**config.mk**
```make
export PLATFORM = sky130hd
export DESIGN_NAME = alu_cmd_sched
export DESIGN_NICKNAME = d
export VERILOG_FILES = /design/src/rtl/alu_cmd_sched.sv
export SDC_FILE = /design/constraint.sdc
export NUM_CORES = 1
export LEC_CHECK = 0
export BUFFER_PORTS_ARGS = -buffer_cell sky130_fd_sc_hd__buf_2
export CORE_AREA = 5 5 160 162
export CTS_BUF_LIST = sky130_fd_sc_hd__clkbuf_2 sky130_fd_sc_hd__clkbuf_4 sky130_fd_sc_hd__clkbuf_8
export CTS_CLUSTER_SIZE = 30
export DETAILED_ROUTE_END_ITERATION = 8
export DIE_AREA = 0 0 165 167
export GPL_ROUTABILITY_DRIVEN = 0
export GPL_TIMING_DRIVEN = 0
export PLACE_DENSITY = 0.6
export SETUP_SLACK_MARGIN = 0.2
export SYNTH_ARGS = -nofsm -noshare
export SYNTH_HDL_FRONTEND = slang
export SYNTH_SLANG_ARGS = --single-unit
```
**constraint.sdc**
```tcl
create_clock -name clk -period 3.3 [get_ports clk]
set_input_delay 0.66 -clock clk [delete_from_list [all_inputs] [get_ports clk]]
set_output_delay 0.66 -clock clk [all_outputs]
set_load 0.01 [all_outputs]
```
**src/rtl/alu_cmd_sched.sv**
```systemverilog
// alu_cmd_sched: round-robin two-requester scheduler for the shared 64-bit command ALU.
// Rev 1.0 - initial release.
`default_nettype none

module alu_cmd_sched #(
  parameter int DW  = 64,
  parameter int TMO = 32
) (
  input  logic          clk,
  input  logic          rst,
  input  logic [1:0]    req_valid,
  output logic [1:0]    req_ready,
  input  logic [2:0]    req0_cmd,
  input  logic [2:0]    req1_cmd,
  input  logic [DW-1:0] req0_opd1,
  input  logic [DW-1:0] req0_opd2,
  input  logic [DW-1:0] req1_opd1,
  input  logic [DW-1:0] req1_opd2,
  output logic          rdy_o,
  output logic [2:0]    cmd_o,
  output logic [DW-1:0] opd1_o,
  output logic [DW-1:0] opd2_o,
  input  logic          done_i,
  input  logic [2:0]    done_cmd_i,
  output logic [1:0]    resp_valid,
  output logic [2:0]    resp_cmd,
  output logic          resp_err,
  output logic [1:0]    err_o,
  input  logic          err_clr,
  output logic          halted_o,
  output logic          busy_o
);

  typedef enum logic [1:0] {
    S_IDLE   = 2'd0,
    S_ISSUE  = 2'd1,
    S_WAIT   = 2'd2,
    S_HALTED = 2'd3
  } state_t;

  localparam logic [2:0] CMD_RST  = 3'd0;
  localparam logic [2:0] CMD_HLT  = 3'd7;
  // Timer starts at 0 in the first WAIT cycle; it reaches TMO-1 on the edge where it equals TMO-2.
  localparam logic [7:0] TMO_LAST = 8'(TMO - 2);

  state_t      state, state_nxt;
  logic        rr;          // requester favoured when both are eligible
  logic        own;         // owner of the in-flight command
  logic        from_halt;   // in-flight command was accepted while HALTED
  logic [7:0]  timer;
  logic [1:0]  elig;
  logic [1:0]  grant;
  logic        accept;
  logic        win;
  logic        match;
  logic        mism;
  logic        tmo;

  always_comb begin
    elig      = 2'b00;
    grant     = 2'b00;
    match     = 1'b0;
    mism      = 1'b0;
    tmo       = 1'b0;
    state_nxt = state;

    elig[0] = req_valid[0] & ((state == S_IDLE) | ((state == S_HALTED) & (req0_cmd == CMD_RST)));
    elig[1] = req_valid[1] & ((state == S_IDLE) | ((state == S_HALTED) & (req1_cmd == CMD_RST)));
    if (elig == 2'b11) begin
      grant = rr ? 2'b10 : 2'b01;
    end else begin
      grant = elig;
    end

    if (state == S_WAIT) begin
      match = done_i & (done_cmd_i == cmd_o);
      mism  = done_i & (done_cmd_i != cmd_o);
      tmo   = (timer == TMO_LAST) & ~match;
    end

    case (state)
      S_IDLE:   if (|grant) state_nxt = S_ISSUE;
      S_ISSUE:  state_nxt = S_WAIT;
      S_WAIT: begin
        if (match) begin
          state_nxt = (cmd_o == CMD_HLT) ? S_HALTED : S_IDLE;
        end else if (tmo) begin
          state_nxt = from_halt ? S_HALTED : S_IDLE;
        end
      end
      S_HALTED: if (|grant) state_nxt = S_ISSUE;
      default:  state_nxt = S_IDLE;
    endcase
  end

  assign req_ready = grant;
  assign accept    = |grant;
  assign win       = grant[1];

  always_ff @(posedge clk or negedge rst) begin
    if (!rst) begin
      state <= S_IDLE;
    end else begin
      state <= state_nxt;
    end
  end

  always_ff @(posedge clk or negedge rst) begin
    if (!rst) begin
      rr         <= 1'b0;
      own        <= 1'b0;
      from_halt  <= 1'b0;
      timer      <= 8'd0;
      rdy_o      <= 1'b0;
      cmd_o      <= 3'd0;
      opd1_o     <= '0;
      opd2_o     <= '0;
      resp_valid <= 2'b00;
      resp_cmd   <= 3'd0;
      resp_err   <= 1'b0;
      err_o      <= 2'b00;
      halted_o   <= 1'b0;
      busy_o     <= 1'b0;
    end else begin
      rdy_o <= accept;
      if (accept) begin
        cmd_o     <= win ? req1_cmd  : req0_cmd;
        opd1_o    <= win ? req1_opd1 : req0_opd1;
        opd2_o    <= win ? req1_opd2 : req0_opd2;
        own       <= win;
        rr        <= ~win;
        from_halt <= (state == S_HALTED);
      end

      if (state == S_ISSUE) begin
        timer <= 8'd0;
      end else if (state == S_WAIT) begin
        timer <= timer + 8'd1;
      end

      resp_valid <= (match | tmo) ? (own ? 2'b10 : 2'b01) : 2'b00;
      if (match | tmo) begin
        resp_cmd <= match ? done_cmd_i : cmd_o;
      end
      resp_err <= tmo;

      // A new error in the same cycle as err_clr survives the clear.
      err_o    <= (err_o & ~{2{err_clr}}) | {tmo, mism};
      halted_o <= (state_nxt == S_HALTED);
      busy_o   <= (state_nxt == S_ISSUE) | (state_nxt == S_WAIT);
    end
  end

endmodule

`default_nettype wire

```
After elaboration in Yosys (flattened, before gate mapping) --
Cells that the tools add are included.
Operators by class: bitwise gates (word level) 16, multiplexer cells 19, equal/unequal tests 11, reductions and logical operators 6, $add $sub $neg 1
Operators with widths (count):
- 64-bit two-way mux | 2
- 2-bit two-way mux | 9
- 8-bit two-way mux | 2
- 2-bit == test (second input constant) | 5
- 8-bit by 1-bit adder with 8-bit output (second input constant) | 1
- 8-bit by 5-bit == test with 1-bit output (second input constant) | 1
- 1-bit AND | 7
- 3-bit logical NOT | 2
- 3-bit two-way mux | 2
- 2-bit one-hot mux with 3 select lines | 1
- 2-bit by 1-bit == test with 1-bit output (second input constant) | 2
- 1-bit bitwise OR | 4
- 2-bit OR reduction | 2
- 3-bit == test | 1
- 3-bit == test (second input constant) | 1
- 1-bit two-way mux | 3
- 3-bit != test | 1
- 2-bit AND | 1
- 2-bit logical NOT | 1
- 1-bit inverter | 2
- 2-bit inverter | 1
- 2-bit bitwise OR | 1
- 2-bit nonzero test | 1
Word-level totals: output and inout port bits 144, logic and storage cells 68, register bits after elaboration 155

Depth between registers and ports, before layout --
Gate-level depths: netlist of the first run.
depth in word-level cells 11, gate-level depth with buffers 8, depth with buffers taken out 7

Worst setup path before layout of the first run --
Ideal clock, no wire load.
path type in2out, start point in req0_cmd[0], end point out req_ready[1], buffers on the path 3, path slack 0.903 ns, stages 7, data arrival time 1.737 ns, cells stage by stage nor4b_1 -> o21ai_1 -> buf_2 -> o21bai_4 -> buf_4 -> buf_4 -> inv_1
Between the ends: longest elaborated chain between the ends 6
Ends and longest elaborated chain:
- from (decl) | RTL line 13 | input logic [2:0] req0_cmd,
- 3-bit logical NOT | RTL line 67 | elig[0] = req_valid[0] & ((state == S_IDLE) | ((state == S_HALTED) & (req0_cmd == CMD_RST)));
- 1-bit AND | RTL line 67
- 1-bit bitwise OR | RTL line 67
- 1-bit AND | RTL line 67
- 2-bit == test | RTL line 69 | if (elig == 2'b11) begin
- 2-bit two-way mux | RTL line 69
- to (decl) | RTL line 12 | output logic [1:0] req_ready,
No other way between the ends.

Final worst setup path of the first run --
start point reg state[0], end point out req_ready[1]
Between the ends: longest elaborated chain between the ends 6, elaborated cells between the ends (all ways) 10, classes of those cells eq/ne (2); mux (1); bitwise (6); reduce/logical (1)
Ends and longest elaborated chain:
- from (decl) | RTL line 46 | state_t state, state_nxt;
- from (signal assigned) | RTL line 104 | state <= state_nxt;
- 2-bit == test | RTL line 67, 68
- 1-bit AND, on equally long branches | RTL line 67, 68
- 1-bit bitwise OR, on equally long branches | RTL line 67, 68
- 1-bit AND, on equally long branches | RTL line 67, 68
- 2-bit == test | RTL line 69
- 2-bit two-way mux * | RTL line 69
Mark *: on every way between the ends. The rest lies on a longest branch, timed or not.

==> impl_results.md, run 1 <==
- Post-Route WL: ~28000 um
- Drt initial violations: around 520
- Post-synthesis mux area share: 0.008997
- DR DRC count: 0
- Final setup viols: 0
- Final #Nets: around 1300
- Slew headroom: 0.5935
- CP max stage cell: dfrtp_1
- WP data arrival: 2.28 ns
- Max-cap viol count: 0
- Top post-synthesis cells by area: dfrtp_1 54%, nand3b_1 14%, o221a_1 12%, o221a_2 8.6%, buf_2 1.4%
- Compound-Gate Fraction of Synth Area: 0.2311
- Detail Route Antenna Nets: 0
- Startpoint Class: register
- Syn Inst Count: around 560
- Synth Warn #: 0
- Drt wl/cell: 21.08 um
- Power Dens Cells: roughly 950 nW/um^2
- DR vias/cell: approximately 5.1
- VDD IR max: roughly 0.37 mV
- Vias: 6770
- Worst path cell trace: inv_1 > ha_1 > o21ai_4 > buf_6 > o21bai_4 > buf_12 > buf_6 > inv_1 > buf_2
- IO Pins: between 400 and 500
- Final-report hold violation count: 0
- Largest net degree at the start of global routing: 88
- Worst setup EP type: output pin
- CP Buf/Inv Count: 6
- Reg2Reg Depth: 8
- WS Path Type: reg -> out
- Layout cells sized above 1: 0.5400
- Synth top area share: 0.5363
- R2r endpoint: opd2_o[46]
- CTS Buffer Depth: 2
- Design area: 10260 sq um
- Die area: about 28000 sq um
- Slew Viols, Final: 0
- R2R Setup Slk: a little over 0.8 ns
- Delay-heaviest family, CP: buffers and inverters
- Req. time, crit path: around 2.6 ns
- Root buffer cell: clkbuf_8
- RSZ-0062 raised after global routing: yes
- Synth Area in Adders: 0.01211
- Leakage: between 4 and 5 nW
- Area grow syn2layout: 41.83%
- # port buffers: slightly above 400
- F_max: roughly 340 MHz
- Crit path largest cell delay: roughly 0.42 ns
- Clock sink count: 155
- Final min period: around 3 ns
- Skew-Pair Late Insertion Delay: between 0.4 and 0.5 ns
- Synth area leader: dfrtp_1
- Most frequent cells in the layout: 430 x buf_2, 155 x dfrtp_1, 131 x nand3b_1
- Commonest non-fill, non-tap cell in the layout: buf_2
- Total Power: ~9.7 mW
- Core area: between 20000 and 25000 sq um
- Largest fanout on the critical path: 10
- Grt ovf: 0
- Flops & latches, synth: about 160
- Worst-Margin Slew: ~0.59 ns
- DP Wirelength: between 20000 and 25000 um
- Synth Area in Simple Gates: 0.1597
- Vias in the first global route: around 7100
- Die Height: between 150 and 200 um
- Site row count: between 50 and 60
- Dpl cell area: ~10000 sq um
- Initial antenna violation count: 4
- GRT Util Overall: 0.1971
- Syn Nets: 840
- # hold bufs at CTS: 0
- Reg2reg start: state[0]
- Syn Std Cell Area: 7232 sq um
- Clock Skew: about 0.013 ns
- Synth Area in XOR/XNOR: 0.007266
- Outcome: complete, no violations
- HP Class: in -> async
- Syn Area/Cell: ~13 sq um
- 1st-pass router iterations: 5
- Seq/Total Area, Yosys: 0.5363
- Yosys cell types: 41
- Effective utilization at floorplan: 0.3018
- Largest family of logic cells by synthesized area: compound AO/OA/AOI/OAI gates
- Die X: between 150 and 200 um
- Worst-path clk slew: 0.09 ns
- Num CTS Buffers: 17
- Final cycle utilization of the critical path: 0.8921
- Clock tree from TritonCTS: done
- H-tree levels: 4
- Global-route wire length before repair: 41950 um
## flip-flops by register name, summed over array words and instances (netlist names), 2 cells and up
name        cells
opd2_o         64
cmd_o           3
resp_cmd        3
err_o           2
opd1_o         64
resp_valid      2
timer           8
state           2
## logic make-up after synthesis
kind of cell,count (synthesis)
AOI/OAI and AO/OA,156
DFF,155
and+or+nand+nor,161
adders and majority gates,7
xor gates and xnor gates,6
muxes,6
buffers and inverters,71
## power breakdown
group | leakage (nW) | total [mW] | switching (mW) | internal (mW)
Sequential | 1.75 | 3.27 | 0.473 | 2.80
Clock | 0.191 | 1.52 | 0.799 | 0.718
Combinational | 2.69 | 4.95 | 2.56 | 2.39
## timing repair
action,4_1_cts,5_1_grt
endpoints found under the setup margin,2,2
buffers inserted,3,1
pin swaps,4,1
gates resized for setup,9,6
## worst max-delay path by stage
stage / startpoint / end / slack (ns) / cells after the start
finish: state[0] / req_ready[1] / 0.36 / 9
global route: state[0] / req_ready[1] / 0.19 / 9
CTS: state[0] / req_ready[1] / 0.20 / 9
detailed placement: req1_cmd[0] / req_ready[0] / 0.13 / 8
global placement: rst / opd2_o[51] / -0.96 / 1
floorplan: req0_cmd[0] / req_ready[1] / 0.90 / 7
## metrics by stage
stage	hold slack (ns)	cells	util	worst slack [ns]	TNS (ns)
after floorplan	0.3644	562	-	0.9035	0
after global placement	0.4631	1300	0.4052	-0.9609	-145.25
after detailed placement	0.4763	1301	0.4067	0.1251	0
after CTS	0.1451	1336	0.4260	0.1991	0
after global routing	0.1473	1338	0.4279	0.1882	0
final	0.1408	1339	0.4280	0.3561	0
## cells in the mapped netlist
library cell and instances:
a21o_1 2, a21oi_1 6, a221o_1 1, a311o_1 1, a32o_1 1, and2_1 2
and3_1 1, buf_1 9, buf_2 20, buf_4 8, clkbuf_1 22, dfrtp_1 155
ha_1 7, inv_1 12, mux2_2 4, mux2i_1 2, nand2_1 6, nand2b_1 2
nand3_1 3, nand3b_1 131, nand4_1 3, nor2_1 4, nor2b_1 1, nor3_1 3
nor3_2 1, nor4b_1 1, nor4b_2 1, o211a_1 1, o211ai_1 2, o21a_1 1
o21ai_0 3, o21ai_1 2, o21ai_2 1, o21bai_4 2, o221a_1 76, o221a_2 55
o2bb2ai_1 2, or2_2 1, or4_1 1, xnor2_1 5, xor2_1 1
## worst register-to-register path, stage by stage, from the launching register on
cell,delay (ns)
dfrtp_1,0.39
inv_1,0.11
ha_1,0.29
o21ai_4,0.25
buf_4,0.22
buf_2,0.35
buf_1,0.47
nand3b_1,0.13
o221a_1,0.15
## routing by layer
layer  global-route usage  wire [um]  up-vias
met5                    0         34        -
met4              0.05533        637        6
met3              0.05536       2033       52
met2               0.3198      13580      300
met1               0.2571      11940     3294
li1                     -          -     3118
## cell type report
cell class	instances	area [sq um]
Fill cell	2387	13710
Sequential cell	155	3879
Multi-Input combinational cell	336	3077
Timing Repair Buffer	419	2140
Tap cell	324	405.4
Buffer	59	304.0
Clock buffer	20	262.8
Clock inverter	12	140.1
Inverter	12	45.04
Antenna cell	2	5.005
Power figures use the tool's default switching activity.
==> run 2: changes to the inputs <==
- BUFFER_PORTS_ARGS: -buffer_cell sky130_fd_sc_hd__buf_2 -> -buffer_cell sky130_fd_sc_hd__clkbuf_2
==> run 2 against run 1 <==
Compared with the run above: non-clock buffer count stayed put; core utilization is 0.078 points lower; fmax is 0.38% higher; clock power hardly changed; sequential cell count stayed put; total power hardly changed; count of clock-buffer cells in the layout is 1 lower; critical path depth is 1 lower; clock skew is 0.0014 ns higher; design area is 0.18% lower.
==> impl_results.md, run 2 (synthesis gave the netlist of run 1 again) <==
- CTS Buffer Depth: 2
- VDD IR max: a little over 0.4 mV
- DR DRC count: 0
- Die X: about 170 um
- H-tree levels: 4
- Final min period: approximately 2.9 ns
- Grt ovf: 0
- Commonest non-fill, non-tap cell in the layout: clkbuf_2
- Largest net degree at the start of global routing: 86
- Met3 WL post-DR: around 1900 um
- Die Height: 167 um
- Root buffer cell: clkbuf_8
- Drt wl/cell: around 21 um
- 1st-pass router iterations: 5
- Most frequent cells in the layout: 413 x clkbuf_2, 155 x dfrtp_1, 131 x nand3b_1
- IO Pins: a little over 400
- Startpoint Class: register
- M1 WL: roughly 12000 um
- Inst Count DP: around 1300
- Drt initial violations: about 380
- Total Power: between 9 and 10 mW
- HP Class: in -> async
- Area grow syn2layout: 41.57%
- R2R Setup Slk: approximately 0.85 ns
- Req. time, crit path: around 2.6 ns
- Num CTS Buffers: 17
- Post-Route WL: between 20000 and 30000 um
- RSZ-0062 raised after global routing: no
- Slew headroom: 0.5936
- Detail Route Antenna Nets: 0
- Final #Nets: 1278
- Vias in the first global route: approximately 7100
- # hold bufs at CTS: 0
- Worst setup EP type: output pin
- Diode count: 0
- Filler instances: ~2400
- Slew Viols, Final: 0
- Site row count: 57
- WP data arrival: between 2 and 2.5 ns
- Worst-Margin Slew: around 0.61 ns
- Leakage: roughly 4.8 nW
- WS Path Type: reg -> out
- Worst-path clk slew: 0.09 ns
- Most frequent CP cell: buf_4
- DR vias/cell: between 5 and 6
- Die area: 27560 sq um
- Clock sink count: 155
- Fin cells: between 1000 and 1500
- Core area: approximately 24000 sq um
- Effective utilization at floorplan: 0.3018
- Final setup viols: 0
- Pre-CTS setup slack: between 0.1 and 0.15 ns
- Global-route wire length before repair: 41530 um
- Crit path largest cell delay: 0.40 ns
- Worst path cell trace: ha_2 > nor4b_4 > o21ai_4 > o21bai_4 > buf_4 > buf_4 > inv_1 > clkbuf_2
- Clock tree from TritonCTS: done
- GRT Util Overall: 0.1952
- F_max: between 300 and 400 MHz
- Top flop regs: opd1_o: 64 flops, opd2_o: 64 flops, timer: 8 flops
- Dpl cell area: 9746 sq um
- Final cycle utilization of the critical path: 0.8887
- # port buffers: 414
- Power Dens Cells: 950.2 nW/um^2
- Max-cap viol count: 0
- Design area: 10240 sq um
- Vias: approximately 6700
- Outcome: complete, no violations
- Layout cells sized above 1: 0.5386
- Skew-Pair Late Insertion Delay: around 0.45 ns
- Final-report hold violation count: 0
- Largest fanout on the critical path: 10
- Max Used Layer: met5
- WL met2: between 10000 and 15000 um
- Hold_ws: about 0.20 ns
- Initial antenna violation count: 2
- CP max stage cell: dfrtp_1
- DP Wirelength: approximately 21000 um
- Post-route setup slack: around 0.37 ns
- Clock Skew: 0.01468 ns
- Delay-heaviest family, CP: buffers and inverters
- CP Buf/Inv Count: 4
run 2: changes by cell type in the layout (fill, tap and decap cells not counted):
cell / change
clkinvlp_4: -4
bufinv_16: +1
clkbuf_8: +1
diode_2: -2
clkinv_2: +1
inv_8: -1
o21ai_4: -1
clkinv_4: +1
o21ai_2: +1
buf_2: -413
clkbuf_2: +413
buf_8: -1
clkbuf_4: -1
run 2: cell type report:
type | count | area (sq um) | share of cell area
Sequential cell | 155 | 3879 | 0.3788
Multi-Input combinational cell | 336 | 3069 | 0.2998
Timing Repair Buffer | 419 | 2138 | 0.2088
Tap cell | 324 | 405.4 | 0.03959
Buffer | 59 | 304.0 | 0.02970
Clock buffer | 19 | 255.2 | 0.02493
Clock inverter | 10 | 142.6 | 0.01393
Inverter | 12 | 45.04 | 0.004399
run 2: path summary, 6_finish.rpt:
kind	from	endpoint	cells past startpoint
setup / recovery	state[0]	req_ready[0]	8
setup reg to reg	state[0]	opd2_o[45]	8
max in group asynchronous	rst	opd1_o[5]	2
hold reg to reg	err_o[1]	err_o[1]	1
hold / removal	rst	opd2_o[1]	1
min in group clk	req1_opd2[34]	opd2_o[34]	2
run 2: timing repair:
action / 4_1_cts / 5_1_grt
endpoints found under the setup margin: 2 / 2
gates cloned: 0 / 0
gates resized for setup: 9 / 5
pin swaps: 4 / 0
hold endpoints to repair: 0 / 0
buffers inserted: 3 / 1
run 2: power breakdown:
group / leakage (nW) / switching (mW) / internal, mW
logic: 2.81 / 2.54 / 2.37
clock network: 0.202 / 0.746 / 0.769
registers: 1.75 / 0.505 / 2.80
run 2: metal layers:
| layer | vias up | global-route usage |
|---|---|---|
| met1 | 3289 | 0.2515 |
| met2 | 287 | 0.3175 |
| met3 | 49 | 0.05437 |
| li1 | 3109 | - |
| met4 | 4 | 0.06148 |
| met5 | - | 0 |
run 2: through the flow:
stage | util | setup TNS (ns)
after detailed placement | 0.4067 | 0
after CTS | 0.4258 | 0
after floorplan | - | 0
after global routing | 0.4273 | 0
final | 0.4273 | 0
after global placement | 0.4052 | -215.17
